[src/rtl/instr_sequencer_if.sv]
// instr_sequencer_if: bundles every sequencer signal except clk/rst.
//   master modport : sequencer side (drives PM_Addr, Ins_Q, gated strobes, status)
//   slave modport  : environment side (program memory, decoder, data memory, control)
// Optional macro: SEQ_SINGLE_STEP_EN adds the Step input.
interface instr_sequencer_if #(
    parameter int unsigned PC_WIDTH  = 8,
    parameter int unsigned INS_WIDTH = 13,
    parameter int unsigned CNT_WIDTH = 16
);
    logic                 Run;
    logic                 HaltReq;
`ifdef SEQ_SINGLE_STEP_EN
    logic                 Step;
`endif
    logic [PC_WIDTH-1:0]  PM_Addr;
    logic [INS_WIDTH-1:0] PM_Ins;
    logic [INS_WIDTH-1:0] Ins_Q;
    logic                 Dec_DataMem_WE;
    logic                 Dec_Reg_CE;
    logic                 Dec_Carry_CE;
    logic                 Dec_Accu_CE;
    logic                 DataMem_WE;
    logic                 Reg_CE;
    logic                 Carry_CE;
    logic                 Accu_CE;
    logic                 DM_Ready;
    logic                 Busy;
    logic                 Halted;
    logic [CNT_WIDTH-1:0] Retired;

    modport master (
`ifdef SEQ_SINGLE_STEP_EN
        input  Step,
`endif
        input  Run, HaltReq, PM_Ins, DM_Ready,
        input  Dec_DataMem_WE, Dec_Reg_CE, Dec_Carry_CE, Dec_Accu_CE,
        output PM_Addr, Ins_Q, DataMem_WE, Reg_CE, Carry_CE, Accu_CE,
        output Busy, Halted, Retired
    );

    modport slave (
`ifdef SEQ_SINGLE_STEP_EN
        output Step,
`endif
        output Run, HaltReq, PM_Ins, DM_Ready,
        output Dec_DataMem_WE, Dec_Reg_CE, Dec_Carry_CE, Dec_Accu_CE,
        input  PM_Addr, Ins_Q, DataMem_WE, Reg_CE, Carry_CE, Accu_CE,
        input  Busy, Halted, Retired
    );
endinterface

[src/rtl/instr_sequencer.sv]
// instr_sequencer: fetch/execute sequencer for the 13-bit micro-core.
// Owns the PC, loads the instruction register from program memory, gates the
// decoder strobes to a single completing execute cycle, implements JMP/HALT
// and stalls data-memory instructions until DM_Ready.
// Ports:
//   clk, rst : clock, asynchronous active-high reset
//   bus      : instr_sequencer_if.master (PM bus, decoder strobes, DM_Ready,
//              Run/HaltReq control, Busy/Halted/Retired status)
// Optional macro: SEQ_SINGLE_STEP_EN enables the Step input (start one
// instruction from IDLE while Run is low).
module instr_sequencer #(
    parameter int unsigned PC_WIDTH  = 8,
    parameter int unsigned INS_WIDTH = 13,
    parameter int unsigned CNT_WIDTH = 16
) (
    input  logic                  clk,
    input  logic                  rst,
    instr_sequencer_if.master     bus
);
    localparam logic [1:0] StIdle  = 2'd0;
    localparam logic [1:0] StFetch = 2'd1;
    localparam logic [1:0] StExec  = 2'd2;
    localparam logic [1:0] StHalt  = 2'd3;

    localparam logic [4:0] OpJmp  = 5'b11110;
    localparam logic [4:0] OpHalt = 5'b11111;
    localparam logic [4:0] OpLdDm = 5'b11001;
    localparam logic [4:0] OpStDm = 5'b11100;

    logic [1:0]           state_q, state_d;
    logic [PC_WIDTH-1:0]  pc_q, pc_d;
    logic [INS_WIDTH-1:0] ins_q, ins_d;
    logic [CNT_WIDTH-1:0] retired_q, retired_d;

    logic [4:0] opcode;
    logic       is_jmp, is_halt, is_dm;
    logic       exec_done;
    logic       strobe_en;
    logic       start;

    assign opcode  = ins_q[INS_WIDTH-1 -: 5];
    assign is_jmp  = (opcode == OpJmp);
    assign is_halt = (opcode == OpHalt);
    assign is_dm   = (opcode[4:3] == 2'b01) || (opcode == OpLdDm) || (opcode == OpStDm);

    // An EXEC cycle completes unless it is a HALT or a DM access still waiting.
    assign exec_done = (state_q == StExec) && !is_halt && !(is_dm && !bus.DM_Ready);
    // JMP completes but never lets decoder strobes through.
    assign strobe_en = exec_done && !is_jmp;

`ifdef SEQ_SINGLE_STEP_EN
    assign start = bus.Run || bus.Step;
`else
    assign start = bus.Run;
`endif

    always_comb begin
        state_d   = state_q;
        pc_d      = pc_q;
        ins_d     = ins_q;
        retired_d = retired_q;
        case (state_q)
            StIdle: begin
                if (start) state_d = StFetch;
            end
            StFetch: begin
                ins_d   = bus.PM_Ins;
                state_d = StExec;
            end
            StExec: begin
                if (is_halt) begin
                    state_d = StHalt;
                end else if (exec_done) begin
                    pc_d      = is_jmp ? PC_WIDTH'(ins_q[7:0]) : pc_q + PC_WIDTH'(1);
                    retired_d = retired_q + CNT_WIDTH'(1);
                    if (bus.HaltReq)  state_d = StHalt;
                    else if (!bus.Run) state_d = StIdle;
                    else              state_d = StFetch;
                end
            end
            default: begin
                if (!bus.Run && !bus.HaltReq) state_d = StIdle;
            end
        endcase
    end

    always_ff @(posedge clk or posedge rst) begin
        if (rst) begin
            state_q   <= StIdle;
            pc_q      <= '0;
            ins_q     <= '0;
            retired_q <= '0;
        end else begin
            state_q   <= state_d;
            pc_q      <= pc_d;
            ins_q     <= ins_d;
            retired_q <= retired_d;
        end
    end

    assign bus.PM_Addr    = pc_q;
    assign bus.Ins_Q      = ins_q;
    assign bus.Busy       = (state_q == StFetch) || (state_q == StExec);
    assign bus.Halted     = (state_q == StHalt);
    assign bus.Retired    = retired_q;
    assign bus.DataMem_WE = strobe_en && bus.Dec_DataMem_WE;
    assign bus.Reg_CE     = strobe_en && bus.Dec_Reg_CE;
    assign bus.Carry_CE   = strobe_en && bus.Dec_Carry_CE;
    assign bus.Accu_CE    = strobe_en && bus.Dec_Accu_CE;
endmodule

[src/flat_wrapper.sv]
// flat-port wrapper written by rule: the top's interface ports become plain ports
module instr_sequencer_flat 
#(
    parameter int unsigned PC_WIDTH  = 8,
    parameter int unsigned INS_WIDTH = 13,
    parameter int unsigned CNT_WIDTH = 16
)
  (clk, rst, bus_Run, bus_HaltReq, bus_PM_Ins, bus_DM_Ready, bus_Dec_DataMem_WE, bus_Dec_Reg_CE, bus_Dec_Carry_CE, bus_Dec_Accu_CE, bus_PM_Addr, bus_Ins_Q, bus_DataMem_WE, bus_Reg_CE, bus_Carry_CE, bus_Accu_CE, bus_Busy, bus_Halted, bus_Retired);
  instr_sequencer_if #(.PC_WIDTH(PC_WIDTH), .INS_WIDTH(INS_WIDTH), .CNT_WIDTH(CNT_WIDTH)) bus_i ();
  input  logic clk;
  input  logic rst;
  input wire logic [$bits(bus_i.Run)-1:0] bus_Run;
  input wire logic [$bits(bus_i.HaltReq)-1:0] bus_HaltReq;
  input wire logic [$bits(bus_i.PM_Ins)-1:0] bus_PM_Ins;
  input wire logic [$bits(bus_i.DM_Ready)-1:0] bus_DM_Ready;
  input wire logic [$bits(bus_i.Dec_DataMem_WE)-1:0] bus_Dec_DataMem_WE;
  input wire logic [$bits(bus_i.Dec_Reg_CE)-1:0] bus_Dec_Reg_CE;
  input wire logic [$bits(bus_i.Dec_Carry_CE)-1:0] bus_Dec_Carry_CE;
  input wire logic [$bits(bus_i.Dec_Accu_CE)-1:0] bus_Dec_Accu_CE;
  output wire logic [$bits(bus_i.PM_Addr)-1:0] bus_PM_Addr;
  output wire logic [$bits(bus_i.Ins_Q)-1:0] bus_Ins_Q;
  output wire logic [$bits(bus_i.DataMem_WE)-1:0] bus_DataMem_WE;
  output wire logic [$bits(bus_i.Reg_CE)-1:0] bus_Reg_CE;
  output wire logic [$bits(bus_i.Carry_CE)-1:0] bus_Carry_CE;
  output wire logic [$bits(bus_i.Accu_CE)-1:0] bus_Accu_CE;
  output wire logic [$bits(bus_i.Busy)-1:0] bus_Busy;
  output wire logic [$bits(bus_i.Halted)-1:0] bus_Halted;
  output wire logic [$bits(bus_i.Retired)-1:0] bus_Retired;
  assign bus_i.Run = bus_Run;
  assign bus_i.HaltReq = bus_HaltReq;
  assign bus_i.PM_Ins = bus_PM_Ins;
  assign bus_i.DM_Ready = bus_DM_Ready;
  assign bus_i.Dec_DataMem_WE = bus_Dec_DataMem_WE;
  assign bus_i.Dec_Reg_CE = bus_Dec_Reg_CE;
  assign bus_i.Dec_Carry_CE = bus_Dec_Carry_CE;
  assign bus_i.Dec_Accu_CE = bus_Dec_Accu_CE;
  assign bus_PM_Addr = bus_i.PM_Addr;
  assign bus_Ins_Q = bus_i.Ins_Q;
  assign bus_DataMem_WE = bus_i.DataMem_WE;
  assign bus_Reg_CE = bus_i.Reg_CE;
  assign bus_Carry_CE = bus_i.Carry_CE;
  assign bus_Accu_CE = bus_i.Accu_CE;
  assign bus_Busy = bus_i.Busy;
  assign bus_Halted = bus_i.Halted;
  assign bus_Retired = bus_i.Retired;
  instr_sequencer #(.PC_WIDTH(PC_WIDTH), .INS_WIDTH(INS_WIDTH), .CNT_WIDTH(CNT_WIDTH)) u_core (.clk(clk), .rst(rst), .bus(bus_i));
endmodule
[config.mk]
export PLATFORM = sky130hd
export DESIGN_NAME = instr_sequencer_flat
export DESIGN_NICKNAME = d
export VERILOG_FILES = /design/src/rtl/instr_sequencer_if.sv /design/src/rtl/instr_sequencer.sv /design/src/flat_wrapper.sv
export SDC_FILE = /design/constraint.sdc
export NUM_CORES = 1
export LEC_CHECK = 0
export ABC_AREA = 1
export CELL_PAD_IN_SITES_DETAIL_PLACEMENT = 0
export CELL_PAD_IN_SITES_GLOBAL_PLACEMENT = 1
export CORE_ASPECT_RATIO = 0.9
export CORE_MARGIN = 1
export CORE_UTILIZATION = 35
export DETAILED_ROUTE_END_ITERATION = 12
export MAX_ROUTING_LAYER = met4
export PLACE_DENSITY_LB_ADDON = 0.08
export SLEW_MARGIN = 10
export SYNTH_ARGS = -nofsm -noshare
export SYNTH_HDL_FRONTEND = slang
export SYNTH_SLANG_ARGS = --single-unit
[constraint.sdc]
create_clock -name clk -period 4.7 [get_ports clk]
set_input_delay 1.41 -clock clk [delete_from_list [all_inputs] [get_ports clk]]
set_output_delay 1.41 -clock clk [all_outputs]
set_load 0.02 [all_outputs]
==> reports/metrics.csv <==
metric;value;unit
DR iter-0 viols;59;
synth unique cells;28;
Yosys reg bits;39;
Port Buffers;64;
die area;6920;um^2
Arr. time, crit path;2.95;ns
most used cell, CP;clkdlybuf4s50_1;
Final period util;92.7;%
average wire per standard cell;11.7;um
total core area;6250;um^2
Post-CTS Setup Bufs;0;
# resized after CTS;0;
syn nets;344;
largest net degree at the start of global routing;40;
Worst Path Max Fanout;4;
Post-CTS Hold Fix Bufs;0;
Top Family by Delay on Critical Path;buffers and inverters;
Hold Vio Cnt, Final;0;
H-tree depth;2;
Post-Layout Inst Area;3090;um^2
vias per cell;4.49;
Hold Path Origin;u_core.bus.Ins_Q[5]$_DFFE_PP0P_;
max-slew violations;0;
commonest non-fill, non-tap cell in the layout;nand2_1;
Worst Hold Path Cells;2;
PnR worst setup slack;0.342;ns
flop2flop setup slack;2.74;ns
DRT antenna net count;0;
status;finished, final reports clean;
critical path class;input pin to output pin;
hold crit path type;register to register;
Fmax achieved;0.229;GHz
post-detail-place hpwl;4030;um
Die Y;79.0;um
Setup crit end kind;output pin;
Fin Clk Skew;0.00765;ns
initial core utilization;36.9;%
critical-path cell list;clkdlybuf4s50_1 -> inv_1 -> nand2_2 -> nand2_4 -> inv_4 -> nand2_1 -> nor2_1 -> clkdlybuf4s50_1;
Pre-Repair DR Iteration Count;4;
GRT overflow;0;
cell area after synthesis;2310;um^2
clock tree buffer depth;2;
Leak;1.46;nW
Max stage delay on crit path;0.61;ns
warnings from Yosys;0;
power per cell area;534;nW/um^2
post-synthesis sequential area ratio;42.3;%
TritonCTS clock tree;built;
unrepaired setup endpoints after global routing;no;
worst reg2reg startpoint;u_core.state_q[1]$_DFFE_PP0P_;
Max Cap Viol;0;
layout cell share with drive strength beyond 1;5.22;%
row count;27;
Top Ports;65;
Slew HR;58.0;%
Req. time, crit path;3.29;ns
fill count;648;
first-pass GRT wire length;9280;um
Clk Latency, worst-skew pair;0.29;ns
Buffers & Inverters on Critical Path;4;
Peak VDD IR;209;uV
Tmin final;4.36;ns
via count;2109;
Syn Inst Count;316;
ant diodes;0;
Total Power;1.65;mW
total global-route track usage;17.9;%
# nets final;410;
worst slew pin tran;0.631;ns
initial antenna violation count;0;
gp weighted congestion;0.796;
syn avg cell area;7.30;um^2
placed instance area;3010;um^2
Clock Sinks;39;
DRC viols;0;
setup TNS;0;ns
clock root buffer;clkbuf_8;
CTS Buf Count;5;
Critical Path Start Type;input pin;
Area Growth Syn to Fin;33.9;%
Placement Setup Slack;0.338;ns
most frequent cells in the layout;nand2_1 (132), clkdlybuf4s50_1 (64), dfrtp_1 (39), inv_1 (33), nand3_1 (23);
Horiz. Die Dim;87.6;um
terminus of the critical flop-to-flop path;u_core.state_q[1]$_DFFE_PP0P_;
number of global-route vias before repair;1977;
R2R depth;10;
final setup vio count;0;
Hold Path End;u_core.bus.Ins_Q[5]$_DFFE_PP0P_;
Worst-path clk slew;0.08;ns
Critical Path Slowest Stage Cell;clkdlybuf4s50_1;
final WL;5490;um
kinds of logic (layout without fill, tap and decap cells):
family | Yosys count | count (layout) | share of synthesized area, %
XOR/XNOR | 15 | 15 | 5.70
adder cells (fa/ha/maj) | 6 | 6 | 3.26
buffers and inverters | 43 | 110 | 8.90
flip-flops | 39 | 39 | 42.3
AND/OR/NAND/NOR | 191 | 191 | 34.7
AO/OA/AOI/OAI | 22 | 22 | 5.15
worst max-delay path by stage:
stage                  from  slack [ns]  cells past startpoint           end
5_1_grt        bus_DM_Ready        0.21                      8    bus_Reg_CE
4_1_cts        bus_DM_Ready        0.32                      8    bus_Reg_CE
3_5_place_dp   bus_DM_Ready        0.34                      8  bus_Carry_CE
6_report       bus_DM_Ready        0.34                      8    bus_Reg_CE
3_3_place_gp   bus_DM_Ready        0.37                      8   bus_Accu_CE
2_1_floorplan  bus_DM_Ready        1.24                      6   bus_Accu_CE
where the power goes:
| group | total, mW | switching, mW | internal [mW] |
|---|---|---|---|
| Combinational | 0.849 | 0.484 | 0.365 |
| Sequential | 0.575 | 0.133 | 0.443 |
| Clock | 0.224 | 0.119 | 0.104 |
cell usage after synthesis:
cell,count,area [um^2]
a21oi_1,2,10.0
buf_4,1,7.51
buf_6,5,56.3
clkbuf_1,2,7.51
dfrtp_1,39,976
ha_1,6,75.1
inv_1,33,124
inv_2,1,3.75
inv_4,1,6.26
nand2_1,132,495
nand2_2,2,12.5
nand2_4,1,11.3
nand3_1,23,115
nand3_2,1,10.0
nand4_1,4,25.0
nor2_1,21,78.8
nor2_2,2,12.5
nor3_1,2,10.0
nor3_4,1,16.3
o21ai_0,12,60.1
o21ai_1,4,20.0
o21ai_2,1,8.76
o21bai_1,1,7.51
o22ai_1,2,12.5
or2_1,1,6.26
or2_2,1,6.26
xnor2_1,10,87.6
xor2_1,5,43.8
flip-flops by register name, indices dropped and copies added, names as in the netlist:
signal              count
u_core.state_q          2
u_core.bus.Ins_Q       13
u_core.bus.Retired     16
u_core.bus.PM_Addr      8
layout make-up:
| cell class | count | area, um^2 | area share [%] |
|---|---|---|---|
| clock inverter | 1 | 5.00 | 0.162 |
| clock buffer | 7 | 76.3 | 2.47 |
| timing repair buffer | 67 | 663 | 21.5 |
| tap | 87 | 109 | 3.53 |
| inverter | 35 | 134 | 4.34 |
| multi-input combinational | 234 | 1120 | 36.4 |
| sequential | 39 | 976 | 31.6 |
through the flow:
stage	hold WS [ns]	util, %	instances
finish	0.495	49.4	470
global route	0.535	49.4	470
CTS	0.507	49.4	470
detailed placement	0.489	48.1	462
global placement	0.487	48.1	462
floorplan	0.503	-	316
tightest hold or removal path: stages, from the launching register on:
cell,delay [ns]
dfrtp_1,0.36
nand2_1,0.06
nand2_1,0.05
metal layers:
layer	global-route usage, %	up-vias	part of all wire, %	routed length (um)
met4	4.43	0	0.91	50
met3	3.85	5	5.2	285
li1	-	1109	-	-
met2	26.7	55	42	2300
met1	24.9	940	52	2860
met5	-	-	0	0
No activity file was read; power rests on OpenSTA's default activity.
